==> src/rtl/led_pattern_ctrl.sv <==
// Multi-channel LED driver: per-channel OFF/ON/BLINK/ONESHOT mode with a run-time
// half-period, one-cycle config writes, and a global sync that re-phases BLINK channels.
module led_pattern_ctrl #(
    parameter int CH_NUM   = 4,
    parameter int CNT_W    = 26,
    parameter int DEF_HALF = 24_999_999,
    localparam int CH_W    = (CH_NUM > 1) ? $clog2(CH_NUM) : 1
) (
    input  logic              sys_clk,
    input  logic              sys_rst,
    input  logic              cfg_we,
    input  logic [CH_W-1:0]   cfg_ch,
    input  logic [1:0]        cfg_mode,
    input  logic [CNT_W-1:0]  cfg_half,
    input  logic              sync,
    output logic [CH_NUM-1:0] led_out,
    output logic [CH_NUM-1:0] tick_out
);

    typedef enum logic [1:0] {
        MODE_OFF     = 2'b00,
        MODE_ON      = 2'b01,
        MODE_BLINK   = 2'b10,
        MODE_ONESHOT = 2'b11
    } mode_e;

    localparam logic [CNT_W-1:0] DEF_HALF_C = CNT_W'(DEF_HALF);

    mode_e            mode_q [CH_NUM];
    mode_e            mode_d [CH_NUM];
    logic [CNT_W-1:0] half_q [CH_NUM];
    logic [CNT_W-1:0] half_d [CH_NUM];
    logic [CNT_W-1:0] cnt_q  [CH_NUM];
    logic [CNT_W-1:0] cnt_d  [CH_NUM];
    logic [CH_NUM-1:0] led_q, led_d;
    logic [CH_NUM-1:0] tick_q, tick_d;

    always_comb begin
        for (int i = 0; i < CH_NUM; i++) begin
            // NOTE: every next-state signal gets its hold value first so no path infers a latch.
            mode_d[i] = mode_q[i];
            half_d[i] = half_q[i];
            cnt_d[i]  = cnt_q[i];
            led_d[i]  = led_q[i];
            tick_d[i] = 1'b0;

            // Out-of-range channel numbers never match any i, so such writes are dropped.
            if (cfg_we && (32'(cfg_ch) == i)) begin
                mode_d[i] = mode_e'(cfg_mode);
                half_d[i] = cfg_half;
                cnt_d[i]  = '0;
                led_d[i]  = (mode_e'(cfg_mode) != MODE_OFF);
            end else if (sync && (mode_q[i] == MODE_BLINK)) begin
                cnt_d[i] = '0;
                led_d[i] = 1'b1;
            end else begin
                unique case (mode_q[i])
                    MODE_OFF: begin
                        cnt_d[i] = '0;
                        led_d[i] = 1'b0;
                    end
                    MODE_ON: begin
                        cnt_d[i] = '0;
                        led_d[i] = 1'b1;
                    end
                    MODE_BLINK: begin
                        if (cnt_q[i] == half_q[i]) begin
                            cnt_d[i]  = '0;
                            led_d[i]  = ~led_q[i];
                            tick_d[i] = 1'b1;
                        end else begin
                            cnt_d[i] = cnt_q[i] + CNT_W'(1);
                        end
                    end
                    MODE_ONESHOT: begin
                        if (cnt_q[i] == half_q[i]) begin
                            cnt_d[i]  = '0;
                            led_d[i]  = 1'b0;
                            tick_d[i] = 1'b1;
                            mode_d[i] = MODE_OFF;
                        end else begin
                            cnt_d[i] = cnt_q[i] + CNT_W'(1);
                            led_d[i] = 1'b1;
                        end
                    end
                    default: ;
                endcase
            end
        end
    end

    // NOTE: the per-channel arrays are real state registers, so they are reset like any flop.
    always_ff @(posedge sys_clk) begin
        if (sys_rst) begin
            for (int i = 0; i < CH_NUM; i++) begin
                mode_q[i] <= MODE_BLINK;
                half_q[i] <= DEF_HALF_C;
                cnt_q[i]  <= '0;
            end
            led_q  <= '0;
            tick_q <= '0;
        end else begin
            // NOTE: non-blocking so every register samples the pre-edge values.
            mode_q <= mode_d;
            half_q <= half_d;
            cnt_q  <= cnt_d;
            led_q  <= led_d;
            tick_q <= tick_d;
        end
    end

    assign led_out  = led_q;
    assign tick_out = tick_q;

endmodule

==> config.mk <==
export PLATFORM = sky130hd
export DESIGN_NAME = led_pattern_ctrl
export DESIGN_NICKNAME = d
export VERILOG_FILES = /design/src/rtl/led_pattern_ctrl.sv
export SDC_FILE = /design/constraint.sdc
export NUM_CORES = 1
export LEC_CHECK = 0
export CAP_MARGIN = 0
export CORE_MARGIN = 2
export CORE_UTILIZATION = 45
export CTS_CLUSTER_DIAMETER = 80
export DETAILED_ROUTE_END_ITERATION = 16
export SLEW_MARGIN = 15
export SYNTH_ARGS = -nofsm -noshare
export SYNTH_HDL_FRONTEND = slang
export SYNTH_SLANG_ARGS = --single-unit
==> constraint.sdc <==
create_clock -name sys_clk -period 2.75 [get_ports sys_clk]
set_input_delay 0.55 -clock sys_clk [delete_from_list [all_inputs] [get_ports sys_clk]]
set_output_delay 0.55 -clock sys_clk [all_outputs]
set_load 0.05 [all_outputs]
==> qor.txt <==
DIE
------------------------------------------------------------------------------------------------------
Number of ports placed on the die boundary                                                          42
Starting Density                                                                                 46.0%
Vert. Die Dim                                                                                   154 um
Full die area                                                                               23600 um^2
Core Area                                                                                   21900 um^2
Width of the chip                                                                               154 um
Std cell rows                                                                                       54

CRITICAL PATH
------------------------------------------------------------------------------------------------------
Worst-path maximum fanout                                                                           25
Kind of capture point of the worst setup path                                                 register
Cell breakdown of the critical path                                                       xor2_1, nor4_1, nand4_1, o21ai_2, nor2_1
Setup CP Type                                                                                  reg2reg
Reg-to-reg setup timing slack                                                                  0.32 ns
Cell with the biggest individual delay on the critical path                               sky130_fd_sc_hd__o21ai_2
CP peak stage delay                                                                            0.92 ns
Required @ worst endpoint                                                                      3.10 ns
Startpoint types                                                                              register
Worst Path Arrival                                                                             2.77 ns

DRT
------------------------------------------------------------------------------------------------------
Number of detailed-routing iterations run before antenna repair                                      5
Routed wirelength normalized by instance count                                                 16.9 um
Count of vias placed by the detailed router                                                       8062
Avg Vias per Cell                                                                                 5.26
Remaining antenna violation count                                                                    0
Total DRC errors in the routed layout                                                                0
Final routed wirelength across all metal layers                                               25900 um
Drt first-iter violations                                                                          549

GLOBAL ROUTING
------------------------------------------------------------------------------------------------------
Initial antenna violation count                                                                      0
Global route overflow                                                                                0
Vias in the first global route                                                                    7438
Largest net degree at the start of global routing                                                   51
First-pass GRT wire length                                                                    41300 um
Overall global routing resource usage                                                            21.8%

LOGIC SYNTHESIS
------------------------------------------------------------------------------------------------------
Sequential area share after synthesis                                                            44.5%
Count of flip-flops with a built-in enable after synthesis                                           0
Ys flop type                                                                              sky130_fd_sc_hd__dfxtp_1
Number of distinct library cells after synthesis                                                    46
Leading cell types by count after synthesis                                               sky130_fd_sc_hd__nand2_1 (253), sky130_fd_sc_hd__dfxtp_1 (224), sky130_fd_sc_hd__xor2_1 (171)
Seq cells post-synth                                                                               224
Net count after synthesis                                                                         1238
Share of the synthesized area in the top cell type                                               44.5%
Number of instances in the synthesized netlist                                                    1200
Leading cell types by total area after synthesis                                          sky130_fd_sc_hd__dfxtp_1 (45%), sky130_fd_sc_hd__xor2_1 (15%), sky130_fd_sc_hd__nand2_1 (9.4%), sky130_fd_sc_hd__nand3_1 (5.7%), sky130_fd_sc_hd__nor2_1 (4.9%)
Cell type with the largest total area after synthesis                                     sky130_fd_sc_hd__dfxtp_1
Synthesized area divided by synthesized cell count                                           8.40 um^2
Post-Syn Area                                                                               10100 um^2
Yosys synthesis warning count                                                                        0
Most instantiated library cell after synthesis                                            sky130_fd_sc_hd__nand2_1
Fraction of synthesis flops using an asynchronous set or reset pin                                  0%

POWER
------------------------------------------------------------------------------------------------------
Peak ir drop on the vdd network                                                                 507 uV
Power after layout                                                                             7220 uW
Leakage power                                                                               0.00459 uW
Power per cell area                                                                        625 nW/um^2

CLOCKING
------------------------------------------------------------------------------------------------------
Hold_buf cts                                                                                         0
TritonCTS clock tree                                                                             built
Setup repair bufs after CTS                                                                          0
H-tree Lvls                                                                                          1
Later-pin clock latency in the skew report                                                     0.52 ns
Number of buffers created by CTS                                                                    25
Clock transition at the register clock pins on the worst setup and hold paths after CTS        0.06 ns
Clock Root Buffer                                                                         sky130_fd_sc_hd__clkbuf_16
Number of clock sinks                                                                              224
Largest buffer count on any clock path                                                               3
Number of instances resized during post-cts repair                                                   0

FINAL LAYOUT
------------------------------------------------------------------------------------------------------
Count of inserted antenna diode cells                                                                0
# nets final                                                                                      1274
Synthesis-to-finish area growth                                                                  14.8%
Area taken by multi-input logic gates                                                        5290 um^2
Filler instances                                                                                  2113
Fraction of final layout cells sized beyond drive strength 1                                     6.78%
Utilization after layout                                                                         52.8%
Sequential cell area in the final layout                                                     4480 um^2

OUTCOME
------------------------------------------------------------------------------------------------------
Run status                                                                                finished clean

WORST HOLD PATH
------------------------------------------------------------------------------------------------------
Tightest Hold Check Type                                                                        in2reg

TIMING
------------------------------------------------------------------------------------------------------
Tightest Pin Transition                                                                        1.10 ns
Fin. Hold Viols                                                                                      0
Worst clock skew                                                                             0.0132 ns
Highest clock rate                                                                             412 MHz
Setup repair after global routing missed its margin                                                 no
Remaining max-slew budget at the tightest pin                                                    26.5%
Setup violations, final                                                                              0
Total Negative Setup Slacks                                                                       0 ns
Fin crit share                                                                                   88.2%
Time the final worst path needs with I/O delays and setup                                      2.43 ns
Fin. max-slew vios                                                                                   0

PLACE
------------------------------------------------------------------------------------------------------
Number of port buffers                                                                              41
Detail Placement HPWL                                                                         17800 um
Weighted congestion at the end of routability-driven global placement                            0.815

JOB
------------------------------------------------------------------------------------------------------
Max-cap check violation count                                                                        0

==> cells by family after synthesis <==
kind of cell | Yosys count | share of synthesized area, %
AND/OR/NAND/NOR | 631 | 30.0
flip-flops | 224 | 44.5
buffers and inverters | 67 | 3.08
adder cells (fa/ha/maj) | 4 | 0.497
XOR/XNOR | 200 | 17.4
AO/OA/AOI/OAI | 71 | 4.25
multiplexers | 3 | 0.298
==> area by class of cell <==
| type | instances | share of cell area, % |
|---|---|---|
| Tap cell | 280 | 3.03 |
| Timing Repair Buffer | 60 | 4.96 |
| Multi-Input combinational cell | 909 | 45.7 |
| Clock buffer | 38 | 6.53 |
| Clock inverter | 6 | 0.476 |
| Sequential cell | 224 | 38.8 |
| Inverter | 16 | 0.519 |
==> where the power goes <==
group / leakage [uW] / internal (uW) / switching [uW]
Clock: 0.000405 / 1970 / 1310
Sequential: 0.00182 / 3340 / 78.7
Combinational: 0.00236 / 200 / 330
Total: 0.00459 / 5510 / 1720
==> flip-flops by register name, summed over array words and instances, names as in the netlist <==
register  count
half_q      104
mode_q        8
led_out       4
cnt_q       104
tick_out      4
==> stage by stage <==
step / cells / hold slack, ns / worst slack, ns / area, um^2
6_report: 1533 / 0.450 / 0.324 / 11600
5_1_grt: 1533 / 0.439 / 0.0992 / 11600
4_1_cts: 1533 / 0.439 / 0.321 / 11600
3_5_place_dp: 1489 / 0.459 / 0.241 / 10800
3_3_place_gp: 1489 / 0.454 / 0.295 / 10800
2_1_floorplan: 1200 / 0.447 / 1.04 / 10100
==> layout by cell type, fill, tap and decap left out, types with 23 or more instances in the layout <==
cell	synthesis	routed
sky130_fd_sc_hd__xor2_1	171	171
sky130_fd_sc_hd__xnor2_1	29	29
sky130_fd_sc_hd__clkbuf_16	0	25
sky130_fd_sc_hd__clkdlybuf4s50_1	0	40
sky130_fd_sc_hd__nand4_1	23	23
sky130_fd_sc_hd__nand2_1	253	253
sky130_fd_sc_hd__nor4_1	30	30
sky130_fd_sc_hd__a21oi_1	50	50
sky130_fd_sc_hd__nand3_1	115	115
sky130_fd_sc_hd__nor2_1	131	131
sky130_fd_sc_hd__dfxtp_1	224	224
==> worst paths after layout <==
kind	end	start	cells past startpoint
min reg2reg	half_q[36]	half_q[36]	2
max	cnt_q[65]	half_q[68]	5
max reg2reg	cnt_q[65]	half_q[68]	5
min	half_q[27]	sys_rst	3
==> critical path: cells and delay by family, from the launching register on <==
family | cells | cell delay (ns)
flip-flops | 1 | 0.34
AO/OA/AOI/OAI | 1 | 0.92
AND/OR/NAND/NOR | 3 | 0.80
XOR/XNOR | 1 | 0.19
==> layer usage <==
layer | part of all wire (%) | up-vias | track usage [%]
met4 | 3.0 | 0 | 6.73
met3 | 4.7 | 46 | 2.99
met1 | 48 | 3756 | 31.2
met5 | 0 | - | 0
met2 | 45 | 189 | 34.3
li1 | - | 4071 | -
(Power assumes the default switching activity.)
==> RTL edit (config.mk and constraints unchanged) <==
Set the parameter `CH_NUM` to 8 (it was 4).
--- a/src/rtl/led_pattern_ctrl.sv
+++ b/src/rtl/led_pattern_ctrl.sv
@@ -1,7 +1,7 @@
 // Multi-channel LED driver: per-channel OFF/ON/BLINK/ONESHOT mode with a run-time
 // half-period, one-cycle config writes, and a global sync that re-phases BLINK channels.
 module led_pattern_ctrl #(
-    parameter int CH_NUM   = 4,
+    parameter int CH_NUM   = 8,
     parameter int CNT_W    = 26,
     parameter int DEF_HALF = 24_999_999,
     localparam int CH_W    = (CH_NUM > 1) ? $clog2(CH_NUM) : 1
Interface: changed (resized cfg_ch, led_out and tick_out); port bits go from 42 to 51. The function was not compared with the original's and may differ.
==> RTL edit against the original RTL <==
- sequential cell count grew 224
- synthesized area grew 100%
- critical path depth shrank 4
- routed wire length grew 120%
- design area grew 99%
- via count grew 110%
- setup slack lost 40 ps
- total power grew 98%
==> RTL edit: results <==
[status]
status = finished, final reports clean

[cts]
post-cts-setup-buffers = 0
numCtsBuffers = 49
cts_max_level = 2
clock_latency_ps = 580
cts_buffer_depth = 3

[global_route]
antenna_found_initial = 0
grt_max_degree = 107
grt_pass1_wl_microns = 88900
grt_usage_pct = 23.9
grtUsageMet1_pct = 32.6
grt_pass1_vias = 15971
grt_use_met3_pct = 3.50
met2_usage_pct = 38.4

[drt]
top_layer_used = met4
viasPerCell = 5.40
wl_met3_microns = 3410
drtIter0Drc = 1203
wl_per_cell_microns = 18.2
first_pass_iters = 7
met1_length_microns = 25500
route.met2.wl_microns = 25800

[sta]
worst_slew_pin_slew_ps = 1000
finalClockSkew_ps = 10.3
whs_ps = 433

[synth]
synth_compound_area_share_pct = 4.25
synth-seq-area-share_pct = 43.7
yosys-top-cells-count = 492 x nand2_1, 448 x dfxtp_1, 328 x xor2_1
synth_cell_types = 52
yosys.area.top_type_share_pct = 43.7
synthFlopType = dfxtp_1
synthMuxAreaShare_pct = 0.244
synth_xor_area_share_pct = 17.0
synth_fa_ha_area_share_pct = 0.488
synth_area_leaders = dfxtp_1 44%, xor2_1 14%, nand2_1 9.0%
synthArstFlopShare_pct = 0

[worst_setup_path]
critical-path-top-delay-family = buffers and inverters
slowest_stage = clkdlybuf4s50_1
crit_arrival_ps = 1920
cp_max_fo = 3
slowest_delay_ps = 860

[place]
portBuffers = 50
hpwlAfterDp_microns = 37300
gp_congestion = 0.834

[final_layout]
nNetsFinal = 2513
reg_top3 = cnt_q (208), half_q (208), mode_q (16)
fillers = 4257
layout-drive-gt1-share_pct = 6.63

[power]
switching_share_pct = 24.0
ir_drop_v = 0.000477
p_leak_nw = 8.84
-- RTL edit: cells by family (layout without fill, tap and decap cells) --
kind of cell | Yosys count | after routing
buf+inv | 170 | 202
simple gates | 1289 | 1289
flops | 448 | 448
mux | 5 | 5
fa+ha+maj | 8 | 8
compound gates | 151 | 151
xor+xnor | 399 | 399
-- RTL edit: area by class of cell --
type,count,area (sq um),share of cell area [%]
multi-input combinational,1852,10700,46.5
inverter,21,81.3,0.353
sequential,448,8970,38.9
timing repair buffer,98,921,4.00
clock inverter,17,194,0.842
clock buffer,66,1400,6.08
tap,600,751,3.26
-- RTL edit: worst paths after layout --
path | start | endpoint | cells after the start
max | led_out[0]$_SDFFE_PP0P_ | led_out[0] | 1
min | sys_rst | half_q[152]$_SDFFE_PP1P_ | 3
max reg2reg | cnt_q[60]$_SDFF_PP0_ | cnt_q[76]$_SDFF_PP0_ | 5
min reg2reg | half_q[129]$_SDFFE_PP0P_ | half_q[129]$_SDFFE_PP0P_ | 2
-- RTL edit: metrics by stage --
| step | setup slack, ps | instance area [sq um] | total power, mW | std cells |
|---|---|---|---|---|
| 3_3_place_gp | 175 | 21400 | 7.79 | 3019 |
| 2_1_floorplan | 838 | 20500 | 7.46 | 2470 |
| 5_1_grt | 77.8 | 23000 | 14.7 | 3102 |
| 4_1_cts | 198 | 23000 | 14.4 | 3102 |
| 6_report | 283 | 23000 | 14.3 | 3102 |
| 3_5_place_dp | 81.4 | 21400 | 7.81 | 3019 |
-- RTL edit: power groups by stage --
stage | clock network [mW] | registers [mW] | logic, mW
floorplan | 0 | 6.92 | 0.538
global placement | 0 | 6.89 | 0.895
detailed placement | 0 | 6.90 | 0.913
CTS | 6.72 | 6.75 | 0.918
global route | 6.97 | 6.76 | 1.00
finish | 6.60 | 6.76 | 0.927
